--- src/rtl/instr_fetch_seq.sv ---
// Instruction fetch sequencer: owns the PC, fetches words over a req/gnt/rvalid
// handshake, presents them via valid/ready, and resolves next-PC on consume.
module instr_fetch_seq #(
  parameter int                oplen    = 7,
  parameter int                ADDR_W   = 32,
  parameter logic [ADDR_W-1:0] RESET_PC = '0
) (
  input  logic              clk,
  input  logic              rst,
  output logic              imem_req,
  output logic [ADDR_W-1:0] imem_addr,
  input  logic              imem_gnt,
  input  logic              imem_rvalid,
  input  logic [31:0]       imem_rdata,
  output logic              instr_valid,
  input  logic              instr_ready,
  output logic [31:0]       instr,
  output logic [oplen-1:0]  op,
  output logic [2:0]        funct3,
  output logic [6:0]        funct7,
  output logic [4:0]        rd,
  output logic [4:0]        rs1,
  output logic [4:0]        rs2,
  output logic [ADDR_W-1:0] pc,
  input  logic              branch,
  input  logic              pc_signal,
  input  logic              zero,
  input  logic [ADDR_W-1:0] target,
  output logic              illegal,
  output logic              misalign_err,
  output logic [31:0]       retire_cnt
);

  typedef enum logic [1:0] {S_REQ, S_WAIT, S_HOLD} state_t;

  localparam logic [31:0] NOP = 32'h0000_0013;

  state_t            state;
  logic              consume;
  logic              take;
  logic [ADDR_W-1:0] next_pc;

  // Misaligned targets are forced down to the enclosing word.
  function automatic logic [ADDR_W-1:0] word_align(input logic [ADDR_W-1:0] a);
    return {a[ADDR_W-1:2], 2'b00};
  endfunction

  assign consume = (state == S_HOLD) && instr_valid && instr_ready;
  assign take    = pc_signal || (branch && zero);

  always_comb begin
    next_pc = pc + ADDR_W'(4);
    if (take) next_pc = word_align(target);
  end

  // Request is suppressed combinationally so it drops the instant rst rises.
  assign imem_req  = (state == S_REQ) && !rst;
  assign imem_addr = pc;

  assign op      = instr[oplen-1:0];
  assign funct3  = instr[14:12];
  assign funct7  = instr[31:25];
  assign rd      = instr[11:7];
  assign rs1     = instr[19:15];
  assign rs2     = instr[24:20];
  assign illegal = (instr[1:0] != 2'b11);

  always_ff @(posedge clk or posedge rst) begin
    if (rst) begin
      state        <= S_REQ;
      pc           <= RESET_PC;
      instr        <= NOP;
      instr_valid  <= 1'b0;
      misalign_err <= 1'b0;
      retire_cnt   <= '0;
    end else begin
      case (state)
        S_REQ: begin
          if (imem_gnt) state <= S_WAIT;
        end
        S_WAIT: begin
          if (imem_rvalid) begin
            instr       <= imem_rdata;
            instr_valid <= 1'b1;
            state       <= S_HOLD;
          end
        end
        S_HOLD: begin
          if (consume) begin
            instr_valid <= 1'b0;
            pc          <= next_pc;
            retire_cnt  <= retire_cnt + 32'd1;
            state       <= S_REQ;
            if (take && (target[1:0] != 2'b00)) misalign_err <= 1'b1;
          end
        end
        default: state <= S_REQ;
      endcase
    end
  end

endmodule

--- config.mk ---
export PLATFORM = sky130hd
export DESIGN_NAME = instr_fetch_seq
export DESIGN_NICKNAME = d
export VERILOG_FILES = /design/src/rtl/instr_fetch_seq.sv
export SDC_FILE = /design/constraint.sdc
export NUM_CORES = 1
export LEC_CHECK = 0
export ABC_AREA = 1
export BUFFER_PORTS_ARGS = -buffer_cell sky130_fd_sc_hd__buf_4
export CAP_MARGIN = 20
export CORE_MARGIN = 2
export CORE_UTILIZATION = 53
export DETAILED_ROUTE_END_ITERATION = 12
export GPL_ROUTABILITY_DRIVEN = 0
export HOLD_SLACK_MARGIN = 0.08
export PLACE_DENSITY = 0.92
export SLEW_MARGIN = 20
export SYNTH_ARGS = -nofsm -noshare
export SYNTH_HDL_FRONTEND = slang
export SYNTH_SLANG_ARGS = --single-unit
--- constraint.sdc ---
create_clock -name clk -period 8 [get_ports clk]
set_input_delay 0 -clock clk [delete_from_list [all_inputs] [get_ports clk]]
set_output_delay 0 -clock clk [all_outputs]
set_load 0.02 [all_outputs]
==> results.md, run 1 <==
- Die height: 110 um
- Commonest non-fill, non-tap cell in the layout: nand2_1
- Class of the worst hold path: in2reg
- # rows: 38
- Routed len/inst: 15.2 um
- DPL Wire Length: 12.4 mm
- Reg-to-Reg End: retire_cnt[17]
- Outcome: finished, final reports clean
- CP max FO: 52
- IR drop worst, VDD: 0.239 mV
- Final net count: 1,155
- Routed WL: 18.6 mm
- Leakage power: 0.00441 uW
- R2r setup slk: 5.61 ns
- Ys flop type: dfrtp_1
- Global-route wire length before repair: 28.7 mm
- Max-slew violations: 0
- DR top layer: met4
- Vias per cell: 5.18
- Placed inst area: 7350 um2
- Initial Util: 54.7%
- Setup TNS: 0 ns
- Worst-path clk slew: 0.07 ns
- Hold_sp: target[15]
- Unique cell type count in the Yosys netlist: 35
- Kind of critical path: reg2reg
- Worst r2r path cells: 10
- Sequential area share after synthesis: 41.0%
- Synthesized cell area: 5980 um2
- # port buffers: 231
- Fin Hold WS: 0.110 ns
- Sw frac: 46.7%
- Top Ports: 236
- Register bit total from synthesis: 98
- Pwr Density: 331 nW/um2
- Slew @ Worst Pin: 0.774 ns
- Area Overhead vs Synth: 38.8%
- Max_cap viols: 0
- Worst-Skew Late Latency: 0.34 ns
- Met3 Wirelength: 1.50 mm
- Worst Hold Path EP: imem_addr[15]
- Number of remaining DRC errors: 0
- Post-Synthesis Cells: 853
- Psw: 1290 uW
- Clk network pwr share: 15.3%
- Arrival @ worst endpoint: 2.63 ns
- CP required: 8.24 ns
- Max_slew headroom: 48.4%
- Asr flop ratio synth: 100%
- # H-tree levels: 3
- CP Launch Type: flip-flop
- Root Buffer: clkbuf_16
- DIE WIDTH: 110 um
- Total gr overflow: 0
- # setup viols final: 0
- Met2 WL: 9.77 mm
- Antenna violations before repair: 1
- Setup Skew: 0.00737 ns
- Maximum root-to-sink buffer count: 2
- Comb pwr share: 51.7%
- RR Startpoint: state[0]
- Yosys warns: 0
- Vias: 6,360
- Period utilization: 29.9%
- WL met1: 6.77 mm
- Cts bufs inserted: 9
- Layout cell share with drive strength beyond 1: 25.5%
- Starting DRT DRC Count: 411
- Total chip power: 2750 uW
- CTS tree: yes
- Achievable Freq: 0.418 GHz
- Vias in the first global route: 6,040
- Setup crit end kind: flip-flop
- Post-synth EDFFs: 0
- Area of the die: 12,200 um2
- Internal power: 1460 uW
- Total track usage: 30.5%
- Largest net degree at the start of global routing: 60
- Antenna Nets Post-Route: 0
- DR pass1 iterations: 5
- Hold Fails Final Rpt: 0
- Final Cell Area: 8300 um2
- Core area: 10,900 um2
- Worst hold stages: 6
- Synth Area per Inst: 7.01 um2
- Commonest cells after routing, fill and taps aside: nand2_1, buf_4, dfrtp_1
- Flop pwr share: 33.0%
- Clk sink count: 98
- Crit path time final: 2.39 ns
- RSZ-0062 raised after global routing: false
==> metal layers <==
layer	up-vias	track usage [%]
met5	-	0
met4	0	13.9
met3	52	5.47
met2	330	55.3
met1	2953	34.7
li1	3025	-
==> cell families after synthesis <==
kind of cell	synth area share, %
AOI/OAI and AO/OA	5.79
xor gates and xnor gates	3.07
adders and majority gates	0.418
buffers and inverters	15.1
DFF	41.0
other	0.0627
and+or+nand+nor	34.5
==> what timing repair did <==
item / CTS / global route
endpoints found under the setup margin: 0 / 0
hold endpoints to repair: 102 / 0
resized for setup: 0 / 0
hold buffers: 66 / 0
setup buffers: 0 / 0
==> worst max-delay path by stage <==
stage                     endpoint  slack (ns)     start
floorplan            imem_addr[10]        5.44       rst
finish              retire_cnt[17]        5.61  state[0]
CTS                 retire_cnt[17]        5.61  state[0]
detailed placement  retire_cnt[17]        5.62  state[0]
global placement    retire_cnt[17]        5.69  state[0]
global route        retire_cnt[21]        5.41  state[0]
==> registers in the layout, summed over array words and instances (netlist names) <==
signal / count
imem_addr: 30
instr: 32
instr_valid: 1
misalign_err: 1
retire_cnt: 32
state: 2
==> area by class of cell <==
class,instances,area (um2)
Timing Repair Buffer,300,2420
Multi-Input combinational cell,587,2640
Tap cell,140,175
Clock buffer,10,239
Sequential cell,98,2460
Clock inverter,6,48.8
Inverter,85,322
Antenna cell,1,2.50
Fill cell,800,2630
==> worst max-delay path: stages, from the launching register on <==
cell,delay [ns]
dfrtp_1,0.39
inv_2,0.11
nand2_2,0.11
nor2_8,0.53
inv_2,0.46
nor2_4,0.25
nand2_4,0.10
nor2_8,0.13
nand2_1,0.06
nand2_1,0.06
nand2_1,0.05
==> synthesized netlist by cell type, types with 2 or more instances <==
master / instances / area share, %
nand2_1: 328 / 21
dfrtp_1: 95 / 40
nor2_1: 89 / 5.6
inv_1: 82 / 5.1
buf_4: 66 / 8.3
nand3_1: 40 / 3.3
o21ai_0: 38 / 3.2
a21oi_1: 13 / 1.1
xor2_1: 13 / 1.9
clkbuf_1: 10 / 0.63
buf_2: 9 / 0.75
nor2_2: 8 / 0.84
xnor2_1: 8 / 1.2
nand3b_1: 7 / 0.88
nand4_1: 4 / 0.42
nor3_1: 4 / 0.33
o21ai_1: 4 / 0.33
o21bai_1: 4 / 0.50
o22ai_1: 4 / 0.42
and2_1: 3 / 0.31
dfstp_2: 3 / 1.3
inv_2: 3 / 0.19
nor3_2: 3 / 0.50
ha_1: 2 / 0.42
nor2_8: 2 / 0.67
or2_2: 2 / 0.21
==> power by group through the flow <==
stage | sequential (uW) | clock [uW] | combinational, uW
floorplan | 1040 | 0 | 769
global placement | 900 | 0 | 1340
detailed placement | 905 | 0 | 1370
CTS | 897 | 427 | 1400
global route | 933 | 447 | 1530
finish | 907 | 420 | 1420
==> stage by stage <==
step           std cells  util [%]  setup WS, ns
3_5_place_dp        1144      67.2          5.62
3_3_place_gp        1144      67.2          5.69
5_1_grt             1227      75.9          5.41
4_1_cts             1226      75.9          5.61
6_report            1227      75.9          5.61
2_1_floorplan        856         -          5.44
Note: power is estimated with default switching activity, not from simulation.
==> inputs of run 2 (changes only) <==
--- a/config.mk
+++ b/config.mk
@@ -9,11 +9,11 @@
 export BUFFER_PORTS_ARGS = -buffer_cell sky130_fd_sc_hd__buf_4
 export CAP_MARGIN = 20
 export CORE_MARGIN = 2
-export CORE_UTILIZATION = 53
+export CORE_UTILIZATION = 50
 export DETAILED_ROUTE_END_ITERATION = 12
 export GPL_ROUTABILITY_DRIVEN = 0
 export HOLD_SLACK_MARGIN = 0.08
-export PLACE_DENSITY = 0.92
+export PLACE_DENSITY = 0.88
 export SLEW_MARGIN = 20
 export SYNTH_ARGS = -nofsm -noshare
 export SYNTH_HDL_FRONTEND = slang
==> constraint.sdc (replaced) <==
create_clock -name clk -period 2.4 [get_ports clk]
set_input_delay 0 -clock clk [delete_from_list [all_inputs] [get_ports clk]]
set_output_delay 0 -clock clk [all_outputs]
set_load 0.02 [all_outputs]
==> run 2 against run 1 <==
Register-to-register slack lost 5.2 ns. Critical path type unchanged. Clock power grew to 3.6 times the previous value. Highest routed layer unchanged. Critical endpoint is now retire_cnt[28]. Sequential share of layout area shrank 0.30 points. Critical path depth shrank 1. Worst hold slack gained 0.16 ns. Via count shrank 0.42%.
==> results.md, run 2 (synthesized netlist as in run 1, its figures left out) <==
- Outcome: finished, final reports clean (unchanged)
- Vias in the first global route: 6,216 (was 6,040)
- Cts bufs inserted: 9 (unchanged)
- Largest net degree at the start of global routing: 53 (was 60)
- CP most frequent cell: nand2_1 (unchanged)
- # diodes: 0 (was 1)
- Antenna violations before repair: 0 (was 1)
- Antenna Nets Post-Route: 0 (unchanged)
- Crit path max-delay family: simple AND/OR/NAND/NOR gates (unchanged)
- Root Buffer: clkbuf_16 (unchanged)
- # resized after CTS: 0 (unchanged)
- Total track usage: 28.5% (was 30.5%)
- DIE WIDTH: 113 um (was 110 um)
- Arrival @ worst endpoint: 2.17 ns (was 2.63 ns)
- Slew @ Worst Pin: 0.695 ns (was 0.774 ns)
- CP startpoint: state[0] (unchanged)
- Worst Hold Path EP: imem_addr[3] (was imem_addr[15])
- # port buffers: 231 (unchanged)
- Achievable Freq: 0.515 GHz (was 0.418 GHz)
- Worst r2r path cells: 9 (was 10)
- Worst hold stages: 6 (unchanged)
- Commonest non-fill, non-tap cell in the layout: nand2_1 (unchanged)
- Commonest cells after routing, fill and taps aside: nand2_1, buf_4, dfrtp_1 (unchanged)
- # H-tree levels: 3 (unchanged)
- Number of remaining DRC errors: 0 (unchanged)
- Postcts setup bufs: 0 (unchanged)
- Leakage power: 0.00445 uW (was 0.00441 uW)
- Fin Hold WS: 0.270 ns (was 0.110 ns)
- Area of the die: 12,900 um2 (was 12,200 um2)
- Initial Util: 51.7% (was 54.7%)
- Max_cap viols: 0 (unchanged)
- Core area: 11,600 um2 (was 10,900 um2)
- Routed len/inst: 15.0 um (was 15.2 um)
- Routed WL: 18.6 mm (about the same)
- Total gr overflow: 0 (unchanged)
- Layout cell share with drive strength beyond 1: 25.7% (was 25.5%)
- Final net count: 1,160 (was 1,155)
- Hold Fails Final Rpt: 0 (unchanged)
- CP required: 2.63 ns (was 8.24 ns)
- Max_slew headroom: 53.5% (was 48.4%)
- # setup viols final: 0 (unchanged)
- RSZ-0062 raised after global routing: false (unchanged)
- Worst-path clk slew: 0.07 ns (about the same)
- Kind of critical path: reg2reg (unchanged)
- Starting DRT DRC Count: 453 (was 411)
- # rows: 39 (was 38)
- Clk sink count: 98 (unchanged)
- Hold_sp: pc_signal (was target[15])
- Setup crit end kind: flip-flop (unchanged)
- Class of the worst hold path: in2reg (unchanged)
- Maximum root-to-sink buffer count: 2 (unchanged)
- Pwr Density: 1110 nW/um2 (was 331 nW/um2)
- R2r setup slk: 0.46 ns (was 5.61 ns)
- Top Ports: 236 (unchanged)
- CP max FO: 51 (was 52)
- CP peak stage delay: 0.44 ns (was 0.53 ns)
- CTS tree: yes (unchanged)
- Setup Skew: 0.00959 ns (was 0.00737 ns)
- Slowest stage cell, crit path: buf_4 (was nor2_8)
- Reg-to-Reg End: retire_cnt[28] (was retire_cnt[17])
- Vias per cell: 5.13 (was 5.18)
- RR Startpoint: state[0] (unchanged)
- Critical-path cell list: inv_2 -> nand2_2 -> nor2_8 -> buf_4 -> nand3_4 -> nor2_2 -> nand2_1 -> o21ai_1 -> nand2_1 (was inv_2 -> nand2_2 -> nor2_8 -> inv_2 -> nor2_4 -> nand2_4 -> nor2_8 -> nand2_1 -> nand2_1 -> nand2_1)
- CP Launch Type: flip-flop (unchanged)
- Area Overhead vs Synth: 40.2% (was 38.8%)
- Fill count: 856 (was 800)
- Worst-Skew Late Latency: 0.34 ns (about the same)
- Period utilization: 81.0% (was 29.9%)
- Global-route wire length before repair: 29.4 mm (was 28.7 mm)
- Setup TNS: 0 ns (unchanged)
- IR drop worst, VDD: 0.655 mV (was 0.239 mV)
- DPL Wire Length: 12.6 mm (was 12.4 mm)
- Buf/Inv on CP: 2 (unchanged)
- DR pass1 iterations: 6 (was 5)
- Die height: 113 um (was 110 um)
- Vias: 6,333 (was 6,360)
- Max-slew violations: 0 (unchanged)
- Crit path time final: 1.94 ns (was 2.39 ns)
==> run 2: cell type report <==
class / instances / area, um2 / area share [%]
timing repair buffer: 305 / 2470 / 29.4
clock inverter: 3 / 46.3 / 0.552
multi-input combinational: 587 / 2640 / 31.5
sequential: 98 / 2460 / 29.3
inverter: 85 / 323 / 3.85
clock buffer: 13 / 270 / 3.22
tap: 143 / 179 / 2.13
==> run 2: through the flow <==
step / cell area (um2) / std cells / worst slack [ns] / power [uW] / util [%]
2_1_floorplan: 6000 / 856 / 0.792 / 6050 / -
3_3_place_gp: 7400 / 1151 / 0.570 / 7490 / 64.0
3_5_place_dp: 7400 / 1151 / 0.498 / 7610 / 64.0
4_1_cts: 8390 / 1234 / 0.456 / 9230 / 72.5
5_1_grt: 8390 / 1234 / 0.323 / 9840 / 72.5
6_report: 8390 / 1234 / 0.456 / 9310 / 72.5
==> run 2: worst reg2reg max path, stage by stage (launching register included) <==
cell,delay (ns)
dfrtp_1,0.39
inv_2,0.11
nand2_2,0.11
nor2_8,0.11
buf_4,0.44
nand3_4,0.19
nor2_2,0.17
nand2_1,0.12
o21ai_1,0.14
nand2_1,0.06
==> run 2: repair_timing <==
| action | in CTS | in global routing |
|---|---|---|
| hold endpoints to repair | 90 | 0 |
| hold buffers | 67 | 0 |
| setup endpoints to repair | 0 | 0 |
==> run 2: routing by layer <==
layer / vias to the layer above / routed length, um / track usage (%)
li1: 3022 / - / -
met1: 2887 / 7050 / 33.0
met2: 369 / 9310 / 52.4
met3: 55 / 1520 / 4.62
met4: 0 / 689 / 12.0
met5: - / 0 / 0
==> run 2: how the worst max path moves through the flow <==
stage	to	slack [ns]	depth (start not counted)
4_1_cts	retire_cnt[28]	0.46	9
6_report	retire_cnt[28]	0.46	9
3_5_place_dp	retire_cnt[28]	0.50	9
5_1_grt	retire_cnt[24]	0.32	9
2_1_floorplan	imem_addr[28]	0.79	10
3_3_place_gp	retire_cnt[28]	0.57	9
==> run 2: where the power goes <==
part | internal, uW | leakage (uW) | switching (uW) | total, uW
registers | 2240 | 0.00124 | 784 | 3020
clock network | 897 | 0.000152 | 632 | 1530
logic | 1920 | 0.00306 | 2850 | 4760
==> inputs of run 3 (changes only) <==
--- a/config.mk
+++ b/config.mk
@@ -9,11 +9,11 @@
 export BUFFER_PORTS_ARGS = -buffer_cell sky130_fd_sc_hd__buf_4
 export CAP_MARGIN = 20
 export CORE_MARGIN = 2
-export CORE_UTILIZATION = 50
+export CORE_UTILIZATION = 45
 export DETAILED_ROUTE_END_ITERATION = 12
 export GPL_ROUTABILITY_DRIVEN = 0
 export HOLD_SLACK_MARGIN = 0.08
-export PLACE_DENSITY = 0.88
+export PLACE_DENSITY = 0.84
 export SLEW_MARGIN = 20
 export SYNTH_ARGS = -nofsm -noshare
 export SYNTH_HDL_FRONTEND = slang
==> constraint.sdc (replaced) <==
create_clock -name clk -period 1.68 [get_ports clk]
set_input_delay 0 -clock clk [delete_from_list [all_inputs] [get_ports clk]]
set_output_delay 0 -clock clk [all_outputs]
set_load 0.02 [all_outputs]
==> run 3 against run 2 <==
Clock skew shrank 0.00076 ns. First-iteration DRC count is 1.5% higher. Final area rose by 3.3%. Maximum frequency is 22% higher. Clock-buffer cell count fell by 2. Setup slack worse by 0.37 ns. Critical endpoint is now retire_cnt[24]. Sequential share of layout area decreased by 0.87 points. Utilization fell by 6.6 points. Routed wire length decreased by 0.52%. Final cell count is 4.1% higher.
==> results.md, run 3 (synthesized netlist as in run 1, its figures left out) <==
- Outcome: finished, final reports clean (unchanged)
- Die height: 119 um (was 113 um)
- CTS tree: yes (unchanged)
- Top Ports: 236 (unchanged)
- Root Buffer: clkbuf_16 (unchanged)
- Hold Fails Final Rpt: 0 (unchanged)
- DPL Wire Length: 12.7 mm (was 12.6 mm)
- Commonest non-fill, non-tap cell in the layout: nand2_1 (unchanged)
- Fill count: 1,069 (was 856)
- Period utilization: 94.7% (was 81.0%)
- CP Launch Type: flip-flop (unchanged)
- Worst r2r path cells: 8 (was 9)
- CP peak stage delay: 0.41 ns (was 0.44 ns)
- Global-route wire length before repair: 29.6 mm (was 29.4 mm)
- Final net count: 1,178 (was 1,160)
- Area Overhead vs Synth: 44.9% (was 40.2%)
- Critical-path cell list: ha_1 -> nand3_1 -> nor2_4 -> nand3_4 -> nor2_1 -> nand3_1 -> nand2_1 -> nand2_1 (was inv_2 -> nand2_2 -> nor2_8 -> buf_4 -> nand3_4 -> nor2_2 -> nand2_1 -> o21ai_1 -> nand2_1)
- Crit path max-delay family: simple AND/OR/NAND/NOR gates (unchanged)
- Fin Hold WS: 0.166 ns (was 0.270 ns)
- Number of remaining DRC errors: 0 (unchanged)
- Largest net degree at the start of global routing: 45 (was 53)
- Starting DRT DRC Count: 460 (was 453)
- Setup Skew: 0.00883 ns (was 0.00959 ns)
- Total gr overflow: 0 (unchanged)
- Cts bufs inserted: 9 (unchanged)
- Core area: 13,100 um2 (was 11,600 um2)
- Vias per cell: 4.88 (was 5.13)
- Clk sink count: 98 (unchanged)
- Achievable Freq: 0.629 GHz (was 0.515 GHz)
- IR drop worst, VDD: 1.03 mV (was 0.655 mV)
- CP max FO: 5 (was 51)
- Max_slew headroom: 59.7% (was 53.5%)
- FF+latch area: 2460 um2 (about the same)
- Worst-Skew Late Latency: 0.36 ns (was 0.34 ns)
- Commonest cells after routing, fill and taps aside: nand2_1, buf_4, dfrtp_1 (unchanged)
- # setup viols final: 0 (unchanged)
- Class of the worst hold path: in2reg (unchanged)
- RR Startpoint: retire_cnt[0] (was state[0])
- Routed WL: 18.5 mm (was 18.6 mm)
- Worst slack at placement: -0.0123 ns (was 0.498 ns)
- Total track usage: 26.2% (was 28.5%)
- Vias: 6,268 (was 6,333)
- Max-slew violations: 0 (unchanged)
- Total chip power: 13,700 uW (was 9310 uW)
- Initial Util: 45.5% (was 51.7%)
- Slew @ Worst Pin: 0.604 ns (was 0.695 ns)
- # rows: 42 (was 39)
- # H-tree levels: 3 (unchanged)
- Pwr Density: 1580 nW/um2 (was 1110 nW/um2)
- Maximum root-to-sink buffer count: 2 (unchanged)
- CP startpoint: retire_cnt[0] (was state[0])
- Slowest stage cell, crit path: dfrtp_1 (was buf_4)
- CP required: 1.94 ns (was 2.63 ns)
- # diodes: 0 (unchanged)
- Routed len/inst: 14.4 um (was 15.0 um)
- Crit path to: retire_cnt[24] (was retire_cnt[28])
- Setup ws final: 0.0893 ns (was 0.456 ns)
- Leakage power: 0.00457 uW (was 0.00445 uW)
- R2r setup slk: 0.09 ns (was 0.46 ns)
- Kind of critical path: reg2reg (unchanged)
- Area of the die: 14,200 um2 (was 12,900 um2)
- Area of the multi-input gates: 2730 um2 (was 2640 um2)
- DIE WIDTH: 119 um (was 113 um)
- Arrival @ worst endpoint: 1.85 ns (was 2.17 ns)
- Worst-path clk slew: 0.07 ns (about the same)
- Reg-to-Reg End: retire_cnt[24] (was retire_cnt[28])
- Instance count on the critical path: 8 (was 9)
- Layout cell share with drive strength beyond 1: 28.4% (was 25.7%)
- Buf/Inv on CP: 0 (was 2)
- # port buffers: 231 (unchanged)
- Antenna Nets Post-Route: 0 (unchanged)
- Antenna violations before repair: 0 (unchanged)
- Setup crit end kind: flip-flop (unchanged)
- Postcts setup bufs: 0 (unchanged)
- Vias in the first global route: 6,077 (was 6,216)
- Max_cap viols: 0 (unchanged)
- Crit path time final: 1.59 ns (was 1.94 ns)
- Setup TNS: 0 ns (unchanged)
- RSZ-0062 raised after global routing: true (was false)
- DR pass1 iterations: 5 (was 6)
==> run 3: what timing repair did <==
item	in CTS	in global routing
setup endpoints to repair	3	28
hold endpoints to repair	162	0
cloned	0	0
hold buffers	67	0
gates resized for setup	0	31
==> run 3: worst min-delay path by stage <==
stage | startpoint | endpoint | slack, ns | cells past startpoint
floorplan | rst | imem_req | 0.08 | 1
global placement | rst | retire_cnt[31] | 0.13 | 3
detailed placement | rst | retire_cnt[31] | 0.13 | 3
CTS | instr_ready | retire_cnt[25] | 0.18 | 4
global route | instr_ready | retire_cnt[25] | 0.24 | 4
finish | instr_ready | retire_cnt[25] | 0.17 | 4
==> run 3: per-stage QoR <==
step | area, um2 | instances | util, %
after global routing | 8670 | 1285 | 66.0
after CTS | 8560 | 1285 | 65.2
after floorplan | 6000 | 856 | -
after detailed placement | 7560 | 1202 | 57.6
after global placement | 7560 | 1202 | 57.6
final | 8670 | 1285 | 66.0
==> run 3: worst register-to-register path, cell delays in order (launching register included) <==
cell and delay, ns:
dfrtp_1 0.41, ha_1 0.18, nand3_1 0.14, nor2_4 0.16, nand3_4 0.14, nor2_1 0.24
nand3_1 0.10, nand2_1 0.07, nand2_1 0.05
==> run 3: per-layer routing <==
| metal | global-route usage [%] | share of wire (%) | vias up |
|---|---|---|---|
| met2 | 47.0 | 51 | 284 |
| met3 | 5.22 | 7.7 | 28 |
| li1 | - | - | 3068 |
| met4 | 9.26 | 2.1 | 0 |
| met1 | 31.1 | 39 | 2888 |
| met5 | 0 | 0 | - |
==> run 3: area by class of cell <==
type | instances | area share (%)
clock inverters | 5 | 0.996
repair buffers | 323 | 30.0
inverters | 85 | 3.75
clock buffers | 11 | 2.80
multi-input cells | 587 | 31.5
well taps | 176 | 2.54
flip-flops and latches | 98 | 28.4
==> run 3: power by group <==
part	leakage [uW]	internal, uW	switching (uW)
Combinational	0.00318	2940	4250
Clock	0.000160	1360	950
Sequential	0.00123	3210	1030
